[config.mk]
export PLATFORM = sky130hd
export DESIGN_NAME = mem_port_arbiter
export DESIGN_NICKNAME = d
export VERILOG_FILES = /design/src/rtl/mem_arb_pkg.sv /design/src/rtl/load_align.sv /design/src/rtl/mem_port_arbiter.sv
export SDC_FILE = /design/constraint.sdc
export NUM_CORES = 1
export LEC_CHECK = 0
export ABC_AREA = 1
export BUFFER_PORTS_ARGS = -buffer_cell sky130_fd_sc_hd__clkbuf_2
export CAP_MARGIN = 5
export CORE_MARGIN = 2
export CORE_UTILIZATION = 46
export CTS_BUF_LIST = sky130_fd_sc_hd__clkbuf_4 sky130_fd_sc_hd__clkbuf_8
export DETAILED_ROUTE_END_ITERATION = 10
export PLACE_DENSITY = 0.89
export SLEW_MARGIN = 30
export SYNTH_ARGS = -nofsm -noshare
export SYNTH_HDL_FRONTEND = slang
export SYNTH_SLANG_ARGS = --single-unit
[constraint.sdc]
create_clock -name clk -period 3 [get_ports clk]
set_input_delay 0.45 -clock clk [delete_from_list [all_inputs] [get_ports clk]]
set_output_delay 0.45 -clock clk [all_outputs]
set_load 0.02 [all_outputs]
[src/rtl/mem_arb_pkg.sv]
// Shared encodings, response-pipeline payload and byte-enable helper for the
// unified-memory port arbiter.
package mem_arb_pkg;

    localparam logic [1:0] SZ_WORD = 2'b00;
    localparam logic [1:0] SZ_HALF = 2'b01;
    localparam logic [1:0] SZ_BYTE = 2'b10;

    typedef enum logic {
        OWN_IF = 1'b0,
        OWN_D  = 1'b1
    } owner_e;

    typedef struct packed {
        logic       valid;
        owner_e     owner;
        logic [1:0] size;
        logic       sign_ext;
        logic [1:0] lane;
        logic       store;
        logic       err;
    } rsp_pipe_t;

    function automatic logic [3:0] be_gen(input logic [1:0] size, input logic [1:0] lane);
        case (size)
            SZ_WORD: return 4'b1111;
            SZ_HALF: return 4'b0011 << lane;
            SZ_BYTE: return 4'b0001 << lane;
            default: return 4'b0000;
        endcase
    endfunction

    function automatic logic size_legal(input logic [1:0] size, input logic [1:0] lane);
        case (size)
            SZ_WORD: return (lane == 2'b00);
            SZ_HALF: return !lane[0];
            SZ_BYTE: return 1'b1;
            default: return 1'b0;
        endcase
    endfunction

endpackage

[src/rtl/load_align.sv]
// Combinational load-lane extraction: shift the read word down to the
// addressed lane, then sign- or zero-extend according to the access size.
module load_align
    import mem_arb_pkg::*;
(
    input  logic [31:0] i_rdata,
    input  logic [1:0]  i_size,
    input  logic        i_sign_ext,
    input  logic [1:0]  i_lane,
    output logic [31:0] o_data
);

    logic [31:0] w_shifted;

    assign w_shifted = i_rdata >> {i_lane, 3'b000};

    always_comb begin
        o_data = w_shifted;
        case (i_size)
            SZ_HALF: o_data = {{16{i_sign_ext & w_shifted[15]}}, w_shifted[15:0]};
            SZ_BYTE: o_data = {{24{i_sign_ext & w_shifted[7]}}, w_shifted[7:0]};
            default: o_data = w_shifted;
        endcase
    end

endmodule

[src/rtl/mem_port_arbiter.sv]
// Single-port unified-memory arbiter: one grant per cycle between fetch and
// load/store, data-region offset, alignment checks and fetch anti-starvation.
module mem_port_arbiter
    import mem_arb_pkg::*;
#(
    parameter int unsigned       ADDR_W       = 8,
    parameter logic [ADDR_W-1:0] DATA_BASE    = ADDR_W'(100),
    parameter int unsigned       STARVE_LIMIT = 4
) (
    input  logic              clk,
    input  logic              rst,
    input  logic              if_req_valid,
    input  logic [ADDR_W-1:0] if_req_addr,
    output logic              if_req_ready,
    output logic              if_rsp_valid,
    output logic [31:0]       if_rsp_data,
    output logic              if_rsp_err,
    input  logic              d_req_valid,
    input  logic              d_req_write,
    input  logic [1:0]        d_req_size,
    input  logic              d_req_signed,
    input  logic [ADDR_W-1:0] d_req_addr,
    input  logic [31:0]       d_req_wdata,
    output logic              d_req_ready,
    output logic              d_rsp_valid,
    output logic [31:0]       d_rsp_data,
    output logic              d_rsp_err,
    output logic              mem_en,
    output logic              mem_we,
    output logic [3:0]        mem_be,
    output logic [ADDR_W-1:0] mem_addr,
    output logic [31:0]       mem_wdata,
    input  logic [31:0]       mem_rdata
);

    localparam logic [3:0] LP_STARVE_LIMIT = 4'(STARVE_LIMIT);
    localparam logic [3:0] LP_STARVE_MAX   = 4'd15;

    logic [3:0]        r_starve_cnt;
    rsp_pipe_t         r_rsp;
    logic              w_if_grant;
    logic              w_d_grant;
    logic              w_store;
    logic              w_err;
    logic              w_issue;
    logic [ADDR_W-1:0] w_ea;
    logic [1:0]        w_lane;
    logic [1:0]        w_size;
    logic [31:0]       w_load_data;
    logic [31:0]       w_rsp_data;

    // Data normally wins; a fetch that has lost STARVE_LIMIT cycles in a row takes over.
    assign w_if_grant = !rst && if_req_valid &&
                        (!d_req_valid || (r_starve_cnt >= LP_STARVE_LIMIT));
    assign w_d_grant  = !rst && d_req_valid && !w_if_grant;

    assign if_req_ready = w_if_grant;
    assign d_req_ready  = w_d_grant;

    assign w_ea    = w_d_grant ? ADDR_W'(d_req_addr + DATA_BASE) : if_req_addr;
    assign w_lane  = w_ea[1:0];
    assign w_size  = w_d_grant ? d_req_size : SZ_WORD;
    assign w_store = w_d_grant && d_req_write;
    assign w_err   = !size_legal(w_size, w_lane);
    assign w_issue = (w_if_grant || w_d_grant) && !w_err;

    // Illegal grants still consume the slot but never touch the memory.
    always_comb begin
        mem_en    = w_issue;
        mem_we    = 1'b0;
        mem_be    = 4'b0000;
        mem_addr  = '0;
        mem_wdata = '0;
        if (w_issue) begin
            mem_addr = {w_ea[ADDR_W-1:2], 2'b00};
            if (w_store) begin
                mem_we    = 1'b1;
                mem_be    = be_gen(w_size, w_lane);
                mem_wdata = d_req_wdata << {w_lane, 3'b000};
            end
        end
    end

    always_ff @(posedge clk or posedge rst) begin
        if (rst) begin
            r_starve_cnt <= '0;
        end else if (!if_req_valid || w_if_grant) begin
            r_starve_cnt <= '0;
        end else if (r_starve_cnt != LP_STARVE_MAX) begin
            r_starve_cnt <= r_starve_cnt + 4'd1;
        end
    end

    always_ff @(posedge clk or posedge rst) begin
        if (rst) begin
            r_rsp <= '0;
        end else begin
            r_rsp.valid    <= w_if_grant || w_d_grant;
            r_rsp.owner    <= w_d_grant ? OWN_D : OWN_IF;
            r_rsp.size     <= w_size;
            r_rsp.sign_ext <= w_d_grant && d_req_signed;
            r_rsp.lane     <= w_lane;
            r_rsp.store    <= w_store;
            r_rsp.err      <= w_err;
        end
    end

    load_align u_load_align (
        .i_rdata    (mem_rdata),
        .i_size     (r_rsp.size),
        .i_sign_ext (r_rsp.sign_ext),
        .i_lane     (r_rsp.lane),
        .o_data     (w_load_data)
    );

    assign w_rsp_data   = (r_rsp.err || r_rsp.store) ? 32'd0 : w_load_data;
    assign if_rsp_valid = r_rsp.valid && (r_rsp.owner == OWN_IF);
    assign d_rsp_valid  = r_rsp.valid && (r_rsp.owner == OWN_D);
    assign if_rsp_data  = if_rsp_valid ? w_rsp_data : 32'd0;
    assign d_rsp_data   = d_rsp_valid ? w_rsp_data : 32'd0;
    assign if_rsp_err   = if_rsp_valid && r_rsp.err;
    assign d_rsp_err    = d_rsp_valid && r_rsp.err;

endmodule
* Yosys cells after proc, flatten, opt, wreduce, memory -nomap -nowiden
Index checks and enable logic that the tools add are counted.
** Storage, ports and cells
- Flip-flop bits (word level) :: 13
- Latch bits :: 0
- Memory bits (writable) :: 0
- Bits in read-only memories :: 0
- Bits of input ports :: 88
- Output and inout port bits :: 116
- Logic and storage cells :: 65
- Memories kept :: 0
** Cells by class
- Add/subtract/negate cells :: 2
- Multipliers :: 0
- Div/mod/pow operators :: 0
- $lt $le $gt $ge :: 1
- Equal/unequal tests :: 5
- Shift-type cells :: 4
- Muxes and demuxes :: 18
- Bitwise operators :: 3
- Reductions and logical operators :: 24
** Operator list (number)
- 2-to-1 mux 32 bit :: 5
- case mux 32 bit (2 select lines) :: 1
- << shifter 32 x 5 -> 32 bit :: 1
- right shift 32 x 5 -> 32 bit :: 1
- 2-to-1 mux 4 bit :: 4
- 2-to-1 mux 8 bit :: 2
- case mux 4 bit (3 select lines) :: 1
- logical AND 1 bit :: 11
- adder 8 x 7 -> 8 bit, second input constant :: 1
- logical NOT 1 bit :: 6
- adder 4 x 1 -> 4 bit, second input constant :: 1
- equality test 2 x 1 -> 1 bit, second input constant :: 2
- equality test 2 bit, second input constant :: 2
- >= comparator 4 x 3 -> 1 bit, second input constant :: 1
- logical NOT 2 bit :: 2
- logical OR 1 bit :: 4
- != test 4 bit, second input constant :: 1
- << shifter 1 x 2 -> 4 bit, first input constant :: 1
- << shifter 2 x 2 -> 4 bit, first input constant :: 1
- 2-to-1 mux 1 bit :: 3
- case mux 1 bit (3 select lines) :: 1
- bitwise AND 1 bit :: 2
- 2-to-1 mux 2 bit :: 1
- nonzero test 2 bit :: 1
- NOT 1 bit :: 1

* Logic depth before layout (Yosys ltp)
Gate-level depths: netlist of the first run.
- Word-level depth :: 10
- Mapped depth :: 15
- Depth with buffers taken out :: 15

* Modules after synthesis
Synthesis of the first run repeated with hierarchy kept, for this count alone.
** Unflattened totals
- Cell total of the unflattened synthesis :: 581
- Area total of the unflattened synthesis :: 3021.6 µm²
** By module, submodules not included
- mem_port_arbiter :: instances 1, cells an instance 414, area each 2210.9 µm², seq. area each 325.3 µm²
- load_align :: instances 1, cells an instance 167, area each 810.8 µm², seq. area each 0.0 µm²

* Worst setup path before layout of the first run
Ideal clock, no wire load.
- Kind :: input to output
- Start :: in d_req_valid
- End :: out mem_wdata[10]
- Data arrival time :: 2088 ps
- Required time :: 2550 ps
- Setup slack :: 462 ps
- Stages on the path :: 14
- Path buffers :: 1
- Cell sequence :: inv_1 nor2_2 nand2_4 inv_2 nand2_1 inv_1 ha_1 nand3_1 nand2_1 inv_2 nand2_2 nand4_4 buf_6 nor2_2
** On the way
- Longest elaborated chain between the ends :: 10
- Elaborated cells between the ends (all ways) :: 20
- Those cells by class :: eq/ne: 2; shift: 1; mux: 5; reduce/logical: 12
** Ends and longest elaborated chain
- start, declared :: RTL line mem_port_arbiter.sv:18 : input logic d_req_valid,
- logical NOT 1 bit :: RTL line mem_port_arbiter.sv:54 : (!d_req_valid || (r_starve_cnt >= LP_STARVE_LIMIT));
- logical OR 1 bit :: RTL line mem_port_arbiter.sv:54
- logical AND 1 bit :: RTL line mem_port_arbiter.sv:53 : assign w_if_grant = !rst && if_req_valid &&
- logical NOT 1 bit :: RTL line mem_port_arbiter.sv:55 : assign w_d_grant = !rst && d_req_valid && !w_if_grant;
- logical AND 1 bit * :: RTL line mem_port_arbiter.sv:55
- net d_req_ready :: RTL line mem_port_arbiter.sv:24 : output logic d_req_ready,
- 2-to-1 mux 2 bit * :: RTL line mem_port_arbiter.sv:62 : assign w_size = w_d_grant ? d_req_size : SZ_WORD;
- net w_size[0] :: RTL line mem_port_arbiter.sv:48 : logic [1:0] w_size;
- equality test 2 bit (tied with other cells) :: RTL line mem_arb_pkg.sv:34 : case (size)
- case mux 1 bit (3 select lines) * :: RTL line mem_arb_pkg.sv:34
- logical AND 1 bit * :: RTL line mem_port_arbiter.sv:65 : assign w_issue = (w_if_grant || w_d_grant) && !w_err;
- 2-to-1 mux 32 bit * :: RTL line mem_port_arbiter.sv:74 : if (w_issue) begin
- end, declared :: RTL line mem_port_arbiter.sv:32 : output logic [31:0] mem_wdata,
The timed path passes the listed nets; every way through them passes the cells marked *.

* Final worst setup path of the first run
- Start :: reg r_starve_cnt[2]
- End :: out mem_wdata[15]
** On the way
- Longest elaborated chain between the ends :: 10
- Elaborated cells between the ends (all ways) :: 19
- Those cells by class :: order compare: 1; eq/ne: 2; shift: 1; mux: 5; reduce/logical: 10
** Ends and longest elaborated chain
- start, declared :: RTL line mem_port_arbiter.sv:39 : logic [3:0] r_starve_cnt;
- start signal, assigned :: RTL line mem_port_arbiter.sv:90 : r_starve_cnt <= r_starve_cnt + 4'd1;
- >= comparator 4 x 3 -> 1 bit * :: RTL line mem_port_arbiter.sv:54
- logical OR 1 bit * :: RTL line mem_port_arbiter.sv:54
- logical AND 1 bit * :: RTL line mem_port_arbiter.sv:53
- logical NOT 1 bit * :: RTL line mem_port_arbiter.sv:55
- logical AND 1 bit * :: RTL line mem_port_arbiter.sv:55
- 2-to-1 mux 2 bit * :: RTL line mem_port_arbiter.sv:62
- net w_size[0] :: RTL line mem_port_arbiter.sv:48
- equality test 2 bit (tied with other cells) :: RTL line mem_arb_pkg.sv:34
- case mux 1 bit (3 select lines) * :: RTL line mem_arb_pkg.sv:34
- logical AND 1 bit * :: RTL line mem_port_arbiter.sv:65
- 2-to-1 mux 32 bit * :: RTL line mem_port_arbiter.sv:74
Marks and branches as above.

==> results of run 1 <==
-- synth_stat cells, drive strengths merged --
cell type    n  area [um2]
nand3b       3        26.3
nand3       64         325
buf         20         143
ha           8         100
mux2i        7        70.1
o31ai        1        7.51
nor3         2        10.0
nor2       130         566
o21ai       37         185
or2          4        25.0
inv         42         158
a2bb2oi      1        8.76
xor2         3        26.3
dfrtp       13         325
conb         1        3.75
clkbuf      15        56.3
nand2      186         731
nand4        3        33.8
o21a         5        37.5
a21oi        6        33.8
-- flip-flops by register name (all words and copies together) (netlist names) --
| name | flops |
|---|---|
| r_rsp | 9 |
| r_starve_cnt | 4 |
-- metal layers --
layer	global-route usage	wire length (um)
met1	0.289	3710
met2	0.540	5510
met3	0.0398	822
met4	0.110	374
met5	0	0
-- area by class of cell --
cell class                      instances  share of cell area
Clock buffer                            4              0.0118
Tap cell                               75              0.0227
Sequential cell                        13              0.0788
Timing Repair Buffer                  223               0.310
Multi-Input combinational cell        462               0.538
Inverter                               42              0.0388
-- stage by stage --
step	area [um2]	power [mW]	setup WS (ps)
6_report	4130	0.913	115
5_1_grt	4130	0.992	-42.8
4_1_cts	3950	0.899	74.9
2_1_floorplan	2880	0.575	462
3_5_place_dp	3870	0.736	105
3_3_place_gp	3870	0.722	233
-- worst max-delay path by stage --
stage                          from  depth (start not counted)       endpoint
floorplan               d_req_valid                         14  mem_wdata[10]
global placement                rst                         15   mem_wdata[1]
detailed placement              rst                         15   mem_wdata[1]
CTS                 r_starve_cnt[2]                         16   mem_wdata[6]
global route        r_starve_cnt[2]                         16  mem_wdata[15]
finish              r_starve_cnt[2]                         16  mem_wdata[15]
-- logic make-up (layout without fill, tap and decap cells) --
kind of cell               after synthesis  in the layout  share of synthesized area
and+or+nand+nor                        392            392                      0.598
buffers and inverters                   77            269                      0.124
AOI/OAI and AO/OA                       50             50                     0.0950
DFF                                     13             13                      0.113
adders and majority gates                8              8                     0.0349
muxes                                    7              7                     0.0244
xor gates and xnor gates                 3              3                    0.00915
other                                    1              2                    0.00131
-- power by group through the flow --
stage | logic (mW) | registers [mW] | clock network (mW)
final | 0.559 | 0.195 | 0.159
after detailed placement | 0.539 | 0.198 | 0
after global placement | 0.525 | 0.197 | 0
after CTS | 0.541 | 0.195 | 0.163
after floorplan | 0.381 | 0.195 | 0
after global routing | 0.623 | 0.196 | 0.173
-- repair_timing --
item	4_1_cts	5_1_grt
gates resized for setup	0	39
buffers inserted	2	5
setup endpoints to repair	25	44
pin swaps	0	2
gates cloned	0	4
==> run metrics, run 1 <==
worst path bufs/invs=5; Antenna Violating Nets Remaining=0; root buffer cell=clkbuf_8; leading cell type in the layout, fill and taps excluded=clkbuf_2; Final Hold Fails=0; Die ar.=just under 7000 um2; vias=4,248; largest net degree at the start of global routing=39; Max Freq=between 300 and 400 MHz; r2r endpoint=r_rsp[3]; number of core rows=28; final hold slack=between 200 and 250 ps; Tcrit/Tclk final=0.962; Core ar.=5990 um2; Critical Path Source Type=register; vias in the first global route=about 3.8k; CP most frequent cell=nand2_2; 1st-pass router iterations=5; P_sw=~0.43 mW; layout cell share with drive strength beyond 1=0.384; area grow syn2layout=43.8%; hold crit path type=in -> async; die width=about 83 um; Final nets=841; Die Y=83.0 um; Max-Cap Viols=0; Yosys cell types=33; Layout Cells excl Fill=between 800 and 900; sequential cell area=between 300 and 400 um2; total wire length=between 10 and 15 mm; initial antenna violation count=0; Worst Max-Slew Pin Slew=800 ps; clk sinks=13; maximum fanout along the worst path=8; Slowest cell on crit path=dfrtp_1; Mapped Area=roughly 2900 um2; average size of a mapped cell=5.21 um2; Crit path required time=2550 ps; count of yosys warnings during synthesis=0; CTS buffer count=3; Final Util=0.689; GRT overflow=0; LEAKAGE=~2.4 nW; Crit path max-delay family=simple AND/OR/NAND/NOR gates; pwr dens=221 nW/um2; CP Cell Sequence=nor2_2 > nand2_2 > nand2_4 > nand2_8 > inv_4 > nand2_2 > inv_2 > ha_1 > nand3_1 > nand2_1 > inv_2 > nand2_2 > nand4_4 > clkbuf_16 > nor2_2 > buf_2; DR DRC count=0; clock-pin slew of the registers on the worst-case setup and hold paths=~50 ps; vias per inst=approximately 5.2; commonest cells after routing, fill and taps aside=clkbuf_2 (182), nand2_1 (175), nor2_1 (97); GRT Total Usage=0.275; Setup TNS=0 ps; Fin Clk Skew=roughly 0.31 ps; Switching Share=0.471; CP Class=reg -> out; PortBufs=between 200 and 250; placed insts=around 800; final count of pins violating max slew=0; Mapped Cells=551; first-pass GRT wire length=16.3 mm; Comb pwr share=0.612; Slew HR=0.464; Arrival @ worst endpoint=between 2000 and 2500 ps; DPL Wire Length=slightly above 8 mm; deepest clock path buffer count=2; reg2reg path depth=8; routability cong.=0.933; FILL cells=around 550; multi-input gate area in the final layout=2220 um2; I/O pin count=around 200; critical path's largest stage delay=390 ps; Clk network pwr share=0.175; clk_lat worst skew=around 230 ps; unrepaired setup endpoints after global routing=yes; hold bufs inserted after CTS=0; ant diodes=0; Routed WL per cell=approximately 13 um; Seq pwr share=0.213; maximum VDD drop=between 100 and 150 uV; endpoint class of the critical path=primary output; Initial Util=0.479; #FFs+latches synth=13; internal power=around 0.48 mW; reg-to-reg startpoint=r_starve_cnt[2]; run status=completed; 1st-iter DRT viols=200; # setup viols final=0; min Tclk post-route=about 2900 ps; Reg2Reg Setup Slack=1260 ps; H-tree Lvls=1; register area share after synthesis=0.113; TritonCTS clock tree=built
Note: power is estimated with default switching activity, not from simulation.
==> run 2: changes to the inputs <==
--- a/config.mk
+++ b/config.mk
@@ -5,7 +5,6 @@
 export SDC_FILE = /design/constraint.sdc
 export NUM_CORES = 1
 export LEC_CHECK = 0
-export ABC_AREA = 1
 export BUFFER_PORTS_ARGS = -buffer_cell sky130_fd_sc_hd__clkbuf_2
 export CAP_MARGIN = 5
 export CORE_MARGIN = 2
==> constraint.sdc (replaced) <==
create_clock -name clk -period 3 [get_ports clk]
set_input_delay 0.6 -clock clk [delete_from_list [all_inputs] [get_ports clk]]
set_output_delay 0.6 -clock clk [all_outputs]
set_load 0.02 [all_outputs]
==> run metrics, run 2 <==
run status=finished with violations; failing checks=setup timing; Crit path required time=2400 ps (-150 ps); largest net degree at the start of global routing=34 (-13%); unrepaired setup endpoints after global routing=yes; final count of pins violating max slew=0 (unchanged); Die ar.=6890 um2 (about the same); maximum VDD drop=318 uV (+120%); sequential cell area=328 um2 (+0.77%); count of yosys warnings during synthesis=0 (unchanged); vias in the first global route=3,982 (+5.3%); Core ar.=5990 um2 (unchanged); Tcrit/Tclk final=1.02 (+0.0632); Fin Clk Skew=3.84 ps (+3.53 ps); I/O pin count=204 (unchanged); Post-synth EDFFs=0 (unchanged); post-synth top area cell=dfrtp_1; vias=4,362 (+2.7%); total wire length=13.0 mm (+25%); Max Freq=325 MHz (-6.2%); PortBufs=201 (unchanged); Max-Cap Viols=0 (unchanged); deepest clock path buffer count=2 (unchanged); placed insts=719 (-11%); max reg flops=9 (unchanged); Final nets=753 (-10%); #FFs+latches synth=13 (unchanged); routability cong.=1.00 (+7.3%); register area share after synthesis=0.113 (about the same); Final Cell Area=4580 um2 (+11%); FILL cells=429 (-23%); commonest cells after routing, fill and taps aside=clkbuf_2 (189), nor2_1 (78), nand2_1 (70); Yosys cell types=51 (+55%); DR DRC count=0 (unchanged); CP Class=in -> out; Antenna Violating Nets Remaining=0 (unchanged); Arrival @ worst endpoint=2470 ps (+40 ps); CTS buffer count=3 (unchanged); root buffer cell=clkbuf_8; Worst Max-Slew Pin Slew=628 ps (-171 ps); clk_lat worst skew=250 ps (+20 ps); cell with the most instances after synthesis=nor2_1; biggest regs=r_rsp (9), r_starve_cnt (4); H-tree Lvls=1 (unchanged); Top reg by flops=r_rsp; Initial Util=0.480 (about the same); 1st-pass router iterations=6 (+1); LEAKAGE=2.33 nW (-3.9%); pwr dens=220 nW/um2 (-0.61%); GRT Total Usage=0.320 (+0.0448); # setup viols final=11 (+11); Final Util=0.765 (+0.0760); clock-pin slew of the registers on the worst-case setup and hold paths=50 ps (about the same); first-pass GRT wire length=18.7 mm (+15%); initial antenna violation count=0 (unchanged); Slew HR=0.581 (+0.118); layout cell share with drive strength beyond 1=0.477 (+0.0927); hold bufs inserted after CTS=0 (unchanged); clk sinks=13 (unchanged); ant diodes=0 (unchanged); TritonCTS clock tree=built; leading cell type in the layout, fill and taps excluded=clkbuf_2; die width=83.0 um (about the same); area grow syn2layout=59.6%; vias per inst=5.97 (+15%); hold crit path type=in -> async; Placed Area=4250 um2 (+9.9%); Layout Cells excl Fill=731 (-11%); maximum fanout along the worst path=4 (-4); setup ws final=-74.2 ps (-189 ps); number of core rows=28 (unchanged); multi-input gate area in the final layout=2610 um2 (+18%); DPL Wire Length=9.11 mm (+11%); synth top area cells=dfrtp_1 (11%), nor2_1 (10%), nand2_1 (9.5%); min Tclk post-route=3070 ps (+189 ps); Routed WL per cell=17.8 um (+40%); Die Y=83.0 um (about the same); asr flop ratio synth=1.00 (unchanged); Setup TNS=-168 ps (-168 ps); Mapped Cells=450 (-18%); endpoint class of the critical path=primary output; top cell type's share of synthesized area=0.113 (-0.121); Critical Path Source Type=input pin; ys flop type=dfrtp_1; 1st-iter DRT viols=266 (+33%); average size of a mapped cell=6.38 um2 (+22%); Final Hold Fails=0 (unchanged); Commonest cells post-synth=nor2_1 (78), nand2_1 (73), a21oi_1 (41), o21ai_0 (26), mux2i_1 (25); final hold slack=510 ps (+261 ps); Mapped Area=2870 um2 (about the same); GRT overflow=0 (unchanged)
-- run 2: per-layer routing --
layer / vias to the layer above / global-route usage / share of wire
met4: 0 / 0.142 / 0.061
li1: 1966 / - / -
met1: 1962 / 0.366 / 0.35
met2: 340 / 0.589 / 0.50
met5: - / 0 / 0
met3: 94 / 0.0427 / 0.087
-- run 2: cell type report --
class / count / area share
Tap cell: 75 / 0.0205
Sequential cell: 13 / 0.0715
Inverter: 25 / 0.0237
Timing Repair Buffer: 236 / 0.305
Multi-Input combinational cell: 378 / 0.569
Clock buffer: 4 / 0.0106
-- run 2: through the flow --
step / worst slack (ps) / power (mW)
floorplan: 12.9 / 0.588
global placement: 20.9 / 0.764
detailed placement: -70.9 / 0.783
CTS: -17.2 / 0.957
global route: -72.1 / 1.07
finish: -74.2 / 1.01
-- run 2: cells by family after synthesis --
logic type / after synthesis / share of synthesized area
AO/OA/AOI/OAI: 110 / 0.257
buffers and inverters: 60 / 0.0984
adder cells (fa/ha/maj): 8 / 0.0348
flip-flops: 13 / 0.113
multiplexers: 33 / 0.122
other: 1 / 0.00131
XOR/XNOR: 5 / 0.0152
AND/OR/NAND/NOR: 220 / 0.358
-- run 2: worst max-delay path, cell delays in order --
cell      delay, ps
clkbuf_2        100
and2b_2         240
nand2_4          90
inv_8            50
nand2_8          80
inv_4            60
ha_4            160
inv_1           130
nand3b_1        150
o22ai_1         270
o21ai_0         150
a21oi_2         180
clkbuf_2        210
-- run 2: report_power, final --
part | total [mW] | internal [mW] | switching [mW]
logic | 0.640 | 0.234 | 0.407
clock network | 0.170 | 0.103 | 0.0665
registers | 0.198 | 0.187 | 0.0109
-- run 2: final timing paths --
kind	from	end	slack, ps	cells past startpoint
max in group asynchronous	rst	r_starve_cnt[2]	2310	4
min in group clk	d_req_signed	r_rsp[4]	580	2
worst max-delay path	rst	mem_be[2]	-70	13
worst max register to register	r_starve_cnt[2]	r_rsp[2]	1410	5
worst min-delay path	rst	r_starve_cnt[0]	510	4
worst min register to register	r_starve_cnt[1]	r_starve_cnt[1]	600	2
-- run 2: timing repair --
action | CTS | global route
cloned | 1 | 0
pin swaps | 3 | 4
gates resized for setup | 18 | 49
endpoints found under the setup margin | 44 | 48
setup buffers | 1 | 7
